### src/rtl/csa_pkg.sv
// ---------------------------------------------------------------------------
// csa_pkg
// Shared definitions for the CSA PID table: frame geometry constants, the
// table entry layout and the write-side frame parser state encoding.
// ---------------------------------------------------------------------------
package csa_pkg;

  localparam int PID_W       = 13;
  localparam int ENTRY_BYTES = 4;
  localparam int HDR_BYTES   = 1;

  // One PID table entry as stored in a bank.
  typedef struct packed {
    logic             valid;
    logic             scr_en;
    logic [PID_W-1:0] pid;
    logic [7:0]       cw_idx;
  } pid_entry_t;

  // Frame parser states.
  typedef enum logic [1:0] {
    W_IDLE  = 2'd0,
    W_HDR   = 2'd1,
    W_ENTRY = 2'd2,
    W_CHECK = 2'd3
  } wr_state_t;

endpackage

### src/rtl/csa_pid_cam.sv
// ---------------------------------------------------------------------------
// csa_pid_cam
// Two banks of PID entries plus a 2-stage lookup pipeline.
//   Writes (wr_en/wr_idx/wr_entry) and the bulk invalidate (clr_shadow)
//   always target the inactive bank, i.e. bank ~act_bank.
//   Lookup: stage 1 registers the match vector of the active bank, stage 2
//   priority-encodes it (lowest index wins) and registers the result.
//
// Ports:
//   clk, rst            clock, synchronous active-high reset
//   act_bank            bank currently answering lookups
//   clr_shadow          invalidate every entry of the inactive bank
//   wr_en, wr_idx,
//   wr_entry            single-entry write into the inactive bank
//   lk_req, lk_pid      lookup request (one per cycle, no backpressure)
//   lk_valid, lk_hit,
//   lk_scr_en, lk_cw_idx  lookup result, two cycles after lk_req
//
// Lookup protocol: lk_req is a pure strobe with no ready; every request
// produces exactly one lk_valid pulse two cycles later, in request order.
// ---------------------------------------------------------------------------
module csa_pid_cam
  import csa_pkg::*;
#(
  parameter int TABLE_DEPTH = 32,
  parameter int IDX_W       = 5
) (
  input  logic             clk,
  input  logic             rst,
  input  logic             act_bank,
  input  logic             clr_shadow,
  input  logic             wr_en,
  input  logic [IDX_W-1:0] wr_idx,
  input  pid_entry_t       wr_entry,
  input  logic             lk_req,
  input  logic [PID_W-1:0] lk_pid,
  output logic             lk_valid,
  output logic             lk_hit,
  output logic             lk_scr_en,
  output logic [7:0]       lk_cw_idx
);

  pid_entry_t mem [2][TABLE_DEPTH];

  logic [TABLE_DEPTH-1:0] cmp_d;
  logic [TABLE_DEPTH-1:0] cmp_q;
  logic                   stg_valid_q;
  logic                   stg_bank_q;
  logic                   enc_hit;
  logic [IDX_W-1:0]       enc_idx;
  logic                   enc_scr;
  logic [7:0]             enc_cw;

  // Bank storage. Only the inactive bank is ever modified.
  always_ff @(posedge clk) begin
    if (rst) begin
      for (int b = 0; b < 2; b++) begin
        for (int i = 0; i < TABLE_DEPTH; i++) begin
          mem[b][i] <= '0;
        end
      end
    end else begin
      if (clr_shadow) begin
        for (int i = 0; i < TABLE_DEPTH; i++) begin
          mem[~act_bank][i].valid <= 1'b0;
        end
      end
      if (wr_en) begin
        mem[~act_bank][wr_idx] <= wr_entry;
      end
    end
  end

  // Parallel compare against every valid entry of the active bank.
  always_comb begin
    cmp_d = '0;
    for (int i = 0; i < TABLE_DEPTH; i++) begin
      cmp_d[i] = mem[act_bank][i].valid && (mem[act_bank][i].pid == lk_pid);
    end
  end

  // Stage 1. The bank is captured with the vector so stage 2 reads the
  // fields from the same bank even if act_bank toggles in between.
  always_ff @(posedge clk) begin
    if (rst) begin
      cmp_q       <= '0;
      stg_valid_q <= 1'b0;
      stg_bank_q  <= 1'b0;
    end else begin
      cmp_q       <= lk_req ? cmp_d : '0;
      stg_valid_q <= lk_req;
      stg_bank_q  <= act_bank;
    end
  end

  // Priority encode: scanning downwards leaves the lowest set index.
  always_comb begin
    enc_hit = 1'b0;
    enc_idx = '0;
    for (int i = TABLE_DEPTH - 1; i >= 0; i--) begin
      if (cmp_q[i]) begin
        enc_hit = 1'b1;
        enc_idx = IDX_W'(i);
      end
    end
    enc_scr = mem[stg_bank_q][enc_idx].scr_en;
    enc_cw  = mem[stg_bank_q][enc_idx].cw_idx;
  end

  // Stage 2: misses report all-zero fields.
  always_ff @(posedge clk) begin
    if (rst) begin
      lk_valid  <= 1'b0;
      lk_hit    <= 1'b0;
      lk_scr_en <= 1'b0;
      lk_cw_idx <= '0;
    end else begin
      lk_valid  <= stg_valid_q;
      lk_hit    <= enc_hit;
      lk_scr_en <= enc_hit & enc_scr;
      lk_cw_idx <= enc_hit ? enc_cw : 8'h00;
    end
  end

endmodule

### src/rtl/csa_pid_table.sv
// ---------------------------------------------------------------------------
// csa_pid_table
// Parses PID-configuration frames into the shadow bank of csa_pid_cam and
// commits them atomically by flipping the active-bank bit.
//   Frame: N, then N x {flags, pid_hi, pid_lo, cw_idx}.
//
// Ports:
//   clk, rst                 clock, synchronous active-high reset
//   pid_con_din[7:0]         config byte
//   pid_con_din_en           high for the whole frame, falling edge ends it
//   ts_pid[12:0],
//   ts_pid_valid             lookup request
//   lk_valid, lk_hit,
//   lk_scr_en, lk_cw_idx     lookup result, fixed 2-cycle latency
//   tbl_commit               1-cycle pulse when the new bank goes live
//   tbl_err                  1-cycle pulse when a frame is rejected
//   tbl_count[IDX_W:0]       entries in the active bank
//   dbg_state                current frame parser state
// ---------------------------------------------------------------------------
module csa_pid_table
  import csa_pkg::*;
#(
  parameter int TABLE_DEPTH = 32,
  parameter int IDX_W       = 5
) (
  input  logic             clk,
  input  logic             rst,
  input  logic [7:0]       pid_con_din,
  input  logic             pid_con_din_en,
  input  logic [PID_W-1:0] ts_pid,
  input  logic             ts_pid_valid,
  output logic             lk_valid,
  output logic             lk_hit,
  output logic             lk_scr_en,
  output logic [7:0]       lk_cw_idx,
  output logic             tbl_commit,
  output logic             tbl_err,
  output logic [IDX_W:0]   tbl_count,
  output wr_state_t        dbg_state
);

  localparam logic [7:0] DEPTH_N = 8'(TABLE_DEPTH);
  localparam logic [8:0] DEPTH_E = 9'(TABLE_DEPTH);

  wr_state_t      state_q, state_d;
  logic           din_en_q;
  logic [7:0]     n_q;
  logic [1:0]     byte_cnt_q;
  logic [8:0]     ent_cnt_q;   // completed entries, saturating
  logic           reject_q;
  logic           act_bank_q;
  logic [IDX_W:0] tbl_count_q;
  logic           tbl_commit_q;
  logic           tbl_err_q;
  logic           flags_q;
  logic [4:0]     pid_hi_q;
  logic [7:0]     pid_lo_q;

  logic           frame_start;
  logic           take_byte;
  logic           do_commit;
  logic           do_err;
  logic           len_ok;
  logic           wr_en;
  pid_entry_t     wr_entry;

  // Exactly 1 + 4*N bytes arrived: no partial entry and N whole entries.
  assign len_ok = (byte_cnt_q == 2'd0) && (ent_cnt_q == {1'b0, n_q});

  always_comb begin
    state_d     = state_q;
    frame_start = 1'b0;
    take_byte   = 1'b0;
    do_commit   = 1'b0;
    do_err      = 1'b0;
    case (state_q)
      W_IDLE: begin
        if (pid_con_din_en && !din_en_q) begin
          frame_start = 1'b1;
          state_d     = W_ENTRY;
        end
      end
      W_HDR: begin
        // The header is consumed directly from W_IDLE; this state is never
        // entered and simply falls back to idle.
        state_d = W_IDLE;
      end
      W_ENTRY: begin
        if (pid_con_din_en) begin
          take_byte = 1'b1;
        end else begin
          state_d = W_CHECK;
        end
      end
      W_CHECK: begin
        state_d = W_IDLE;
        if (len_ok && !reject_q) begin
          do_commit = 1'b1;
        end else begin
          do_err = 1'b1;
        end
      end
      default: state_d = W_IDLE;
    endcase
  end

  assign wr_en    = take_byte && (byte_cnt_q == 2'd3) && !reject_q &&
                    (ent_cnt_q < DEPTH_E);
  assign wr_entry = '{valid:  1'b1,
                      scr_en: flags_q,
                      pid:    {pid_hi_q, pid_lo_q},
                      cw_idx: pid_con_din};

  always_ff @(posedge clk) begin
    if (rst) begin
      state_q      <= W_IDLE;
      // Treat the enable as already high so the tail of a frame that was
      // cut by reset is not mistaken for a new frame start.
      din_en_q     <= 1'b1;
      n_q          <= '0;
      byte_cnt_q   <= '0;
      ent_cnt_q    <= '0;
      reject_q     <= 1'b0;
      act_bank_q   <= 1'b0;
      tbl_count_q  <= '0;
      tbl_commit_q <= 1'b0;
      tbl_err_q    <= 1'b0;
      flags_q      <= 1'b0;
      pid_hi_q     <= '0;
      pid_lo_q     <= '0;
    end else begin
      state_q      <= state_d;
      din_en_q     <= pid_con_din_en;
      tbl_commit_q <= do_commit;
      tbl_err_q    <= do_err;
      if (do_commit) begin
        act_bank_q  <= ~act_bank_q;
        tbl_count_q <= n_q[IDX_W:0];
      end
      if (frame_start) begin
        n_q        <= pid_con_din;
        byte_cnt_q <= '0;
        ent_cnt_q  <= '0;
        reject_q   <= (pid_con_din > DEPTH_N);
      end
      if (take_byte) begin
        byte_cnt_q <= byte_cnt_q + 2'd1;
        if (ent_cnt_q >= DEPTH_E) begin
          reject_q <= 1'b1;
        end
        case (byte_cnt_q)
          2'd0:    flags_q  <= pid_con_din[0];
          2'd1:    pid_hi_q <= pid_con_din[4:0];
          2'd2:    pid_lo_q <= pid_con_din;
          default: begin
            if (ent_cnt_q != 9'h1FF) begin
              ent_cnt_q <= ent_cnt_q + 9'd1;
            end
          end
        endcase
      end
    end
  end

  csa_pid_cam #(
    .TABLE_DEPTH (TABLE_DEPTH),
    .IDX_W       (IDX_W)
  ) u_cam (
    .clk        (clk),
    .rst        (rst),
    .act_bank   (act_bank_q),
    .clr_shadow (frame_start),
    .wr_en      (wr_en),
    .wr_idx     (ent_cnt_q[IDX_W-1:0]),
    .wr_entry   (wr_entry),
    .lk_req     (ts_pid_valid),
    .lk_pid     (ts_pid),
    .lk_valid   (lk_valid),
    .lk_hit     (lk_hit),
    .lk_scr_en  (lk_scr_en),
    .lk_cw_idx  (lk_cw_idx)
  );

  assign tbl_commit = tbl_commit_q;
  assign tbl_err    = tbl_err_q;
  assign tbl_count  = tbl_count_q;
  assign dbg_state  = state_q;

endmodule

### config.mk
export PLATFORM = sky130hd
export DESIGN_NAME = csa_pid_table
export DESIGN_NICKNAME = d
export VERILOG_FILES = /design/src/rtl/csa_pkg.sv /design/src/rtl/csa_pid_cam.sv /design/src/rtl/csa_pid_table.sv
export SDC_FILE = /design/constraint.sdc
export NUM_CORES = 2
export LEC_CHECK = 0
export ABC_AREA = 1
export CORE_UTILIZATION = 30
export CTS_BUF_LIST = sky130_fd_sc_hd__clkbuf_16
export DETAILED_ROUTE_END_ITERATION = 10
export PLACE_DENSITY = 0.48
export SLEW_MARGIN = 30
export SYNTH_ARGS = -nofsm -noshare
export SYNTH_HDL_FRONTEND = slang
export SYNTH_SLANG_ARGS = --single-unit
### constraint.sdc
create_clock -name clk -period 7.2 [get_ports clk]
set_input_delay 1.08 -clock clk [delete_from_list [all_inputs] [get_ports clk]]
set_output_delay 1.08 -clock clk [all_outputs]
set_load 0.02 [all_outputs]
==> summary.txt <==
Logic synthesis
  – Synth area leaders: edfxtp_1 64%, nand2_1 6.4%, mux2i_1 6.3%
  – Top FF cell, synth: edfxtp_1
  – Yosys top cell area share: 0.642
  – Number of synthesized flops with an enable pin: 1,472
  – Syn Area/Cell: about 12 sq um
  – Synth Instances: 5,950
  – Largest area contributor in the netlist: edfxtp_1
  – Syn Nets: around 6,000
  – Synth cell count leaders: 1,472 x edfxtp_1, 1,168 x nand2_1, 930 x nor2_1
  – Flops & latches, synth: approximately 1,600
  – Mapped Area: 0.0689 sq mm
  – Async SR Flop Fraction: 0
  – Sequential share of the synthesized area: 0.669
  – Count leader, synth: edfxtp_1
  – Distinct cell type count after synthesis: 54
  – YS warnings: 0

Critical path
  – Required time of the critical path: 7890 ps
  – Crit-path max FO: 72
  – Startpoint types: register
  – Worst EP arrival: ~6000 ps
  – Slowest stage cell, crit path: inv_2
  – Crit-path max cell delay: 930 ps
  – Most frequent CP cell: nand2_1
  – CP Capture Type: register
  – Kind of critical path: register to register

Pwr
  – Cell-internal power: around 16,000 uW
  – Comb power frac: 0.059
  – PD cells: around 260 mW/mm^2
  – Final Power: 20,500 uW
  – Switching pwr: around 4800 uW
  – LEAKAGE: 0.0274 uW
  – Sequential share of power: 0.516
  – Sw frac: 0.234
  – Clock share of power: 0.425
  – VDD IR-drop max: 0.000247 V

Timing
  – Clock Skews: 35.8 ps
  – Max_slew headroom: 0.287
  – Pins Over Slew Limit: 0
  – Tmin final: between 5000 and 6000 ps
  – Setup_tns: 0 ps
  – Worst-margin pin slew: 1070 ps
  – Final hold violation count: 0
  – Max Fclk: 188 MHz
  – RSZ-0062 raised after global routing: false
  – Final Setup Violations: 0
  – Final Cycle Share: 0.738

Clocking
  – Clock root buffer: clkbuf_16
  – Postcts setup bufs: 0
  – CTS Sinks: 1,564
  – Clock insertion delay at the later pin of the skew report: just over 800 ps
  – Clock transition at path regs: 60 ps
  – Number of buffers created by CTS: 174
  – CTS tree: built
  – CTS H-tree depth: 4
  – Max clock buf depth: 3
  – Hold buffers post-CTS: 0
  – Post-CTS Resized: 0

Place
  – Final HPWL DP: 152,000 microns
  – I/O Buffers: 45
  – Routability cong.: a little over 0.9

Floorplan
  – Core Region: 0.228 sq mm
  – Die ar.: 0.231 sq mm
  – Die width: 481 microns
  – Die Ht: 481 microns
  – Cell Rows: 175
  – Initial Util: 0.302
  – I/O Pins: 46

Global route
  – First-pass GRT wire length: around 360,000 microns
  – Gr ovfl total: 0
  – Gr usage total: 0.218
  – Largest net degree at the start of global routing: 106
  – Initial antenna violation count: 20
  – Vias in the first global route: 46,000

Detailed routing
  – Vias per Instance: 5.28
  – Post-route ant nets: 0
  – Pre-antenna DRT Iters: 6
  – Routed length per instance: 28.3 microns
  – DR vias: roughly 48,000
  – DRT Wirelength: 257,000 microns
  – Iter 0 DRT Violations: 5,769
  – DRC: 0

Finish
  – Ratio of cells with drive above 1 in the final layout: 0.111
  – Multi-input combinational cell area: 0.0203 sq mm
  – Layout Nets: 5,983
  – Layout area overhead: 14.1%
  – Fillcell total: 22,600
  – Register area: 0.0461 sq mm

Run
  – Maxcap violations: 0

Hold path
  – HP Class: register to register

Status
  – Run status: finished clean
-- layout by cell type (no fill, tap or decap), types with 35 or more instances in the layout --
cell and instances:
nand3_1 348, inv_2 79, a221oi_1 69, buf_4 187, clkinv_1 42, nand2_1 1163, inv_1 196, xor2_1 146
a21oi_1 82, clkinv_2 36, edfxtp_1 1472, o21ai_0 144, clkbuf_16 181, nor4_1 44, mux2_2 58, mux2i_1 431
o22ai_1 65, nand4_1 35, nor2_1 926, dfxtp_1 90
-- worst max-delay path, delay by kind of cell (launching register included) --
family                 cells  cell delay (ps)
flip-flops                 1              380
AND/OR/NAND/NOR           38             3830
buffers and inverters      1              930
-- worst paths after layout --
path	startpoint	end	slack [ps]	cells past startpoint
max	u_cam.cmp_q[31]	u_cam.lk_cw_idx[1]	1880	39
min	tbl_count[1]	tbl_count[1]	460	2
max reg2reg	u_cam.cmp_q[31]	u_cam.lk_cw_idx[1]	1880	39
min reg2reg	tbl_count[1]	tbl_count[1]	460	2
-- state kept, by name, summed over array words and instances (netlist names), 2 cells and up, named ones only --
| name | cells |
|---|---|
| byte_cnt_q | 2 |
| dbg_state | 2 |
| ent_cnt_q | 9 |
| n_q | 8 |
| pid_hi_q | 5 |
| pid_lo_q | 8 |
| tbl_count | 6 |
| u_cam.cmp_q | 32 |
| u_cam.lk_cw_idx | 8 |
| u_cam.mem | 1472 |
-- logic make-up (layout without fill, tap and decap cells) --
logic type      after synthesis  count (layout)  share of synthesized area
other cells                   0               6                          0
xor+xnor                    146             146                     0.0186
simple gates               2591            2591                      0.155
buf+inv                     662             808                     0.0393
flops                      1564            1564                      0.669
mux                         489             489                     0.0721
compound gates              488             488                     0.0446
fa+ha+maj                    10              10                    0.00182
-- per-stage QoR --
stage               instances   util  worst slack (ps)  hold WS [ps]  area (sq um)
floorplan                5950      -              2300           388         68900
global placement         8778  0.320              1280           451         72900
detailed placement       8780  0.321              1310           454         73000
CTS                      9104  0.345              1950           469         78500
global route             9107  0.345              1440           498         78500
finish                   9111  0.345              1880           461         78500
-- power groups by stage --
stage / logic (uW) / registers [uW] / clock network, uW
floorplan: 629 / 10700 / 0
global placement: 1180 / 10700 / 0
detailed placement: 1190 / 10700 / 0
CTS: 1190 / 10600 / 8790
global route: 1270 / 10600 / 9140
finish: 1210 / 10600 / 8690
-- routing by layer --
layer / routed length (microns) / part of all wire / GRT usage
met2: 115000 / 0.45 / 0.338
met3: 20600 / 0.080 / 0.0321
met1: 115000 / 0.45 / 0.317
met4: 6360 / 0.025 / 0.0585
met5: 0 / 0 / 0
-- area by class of cell --
cell class,count,area share
inverters,243,0.0120
clock inverters,143,0.0121
flip-flops and latches,1564,0.586
diodes,6,0.000191
clock buffers,181,0.0577
repair buffers,241,0.0254
well taps,3009,0.0479
multi-input cells,3724,0.258
Power figures use the tool's default switching activity.
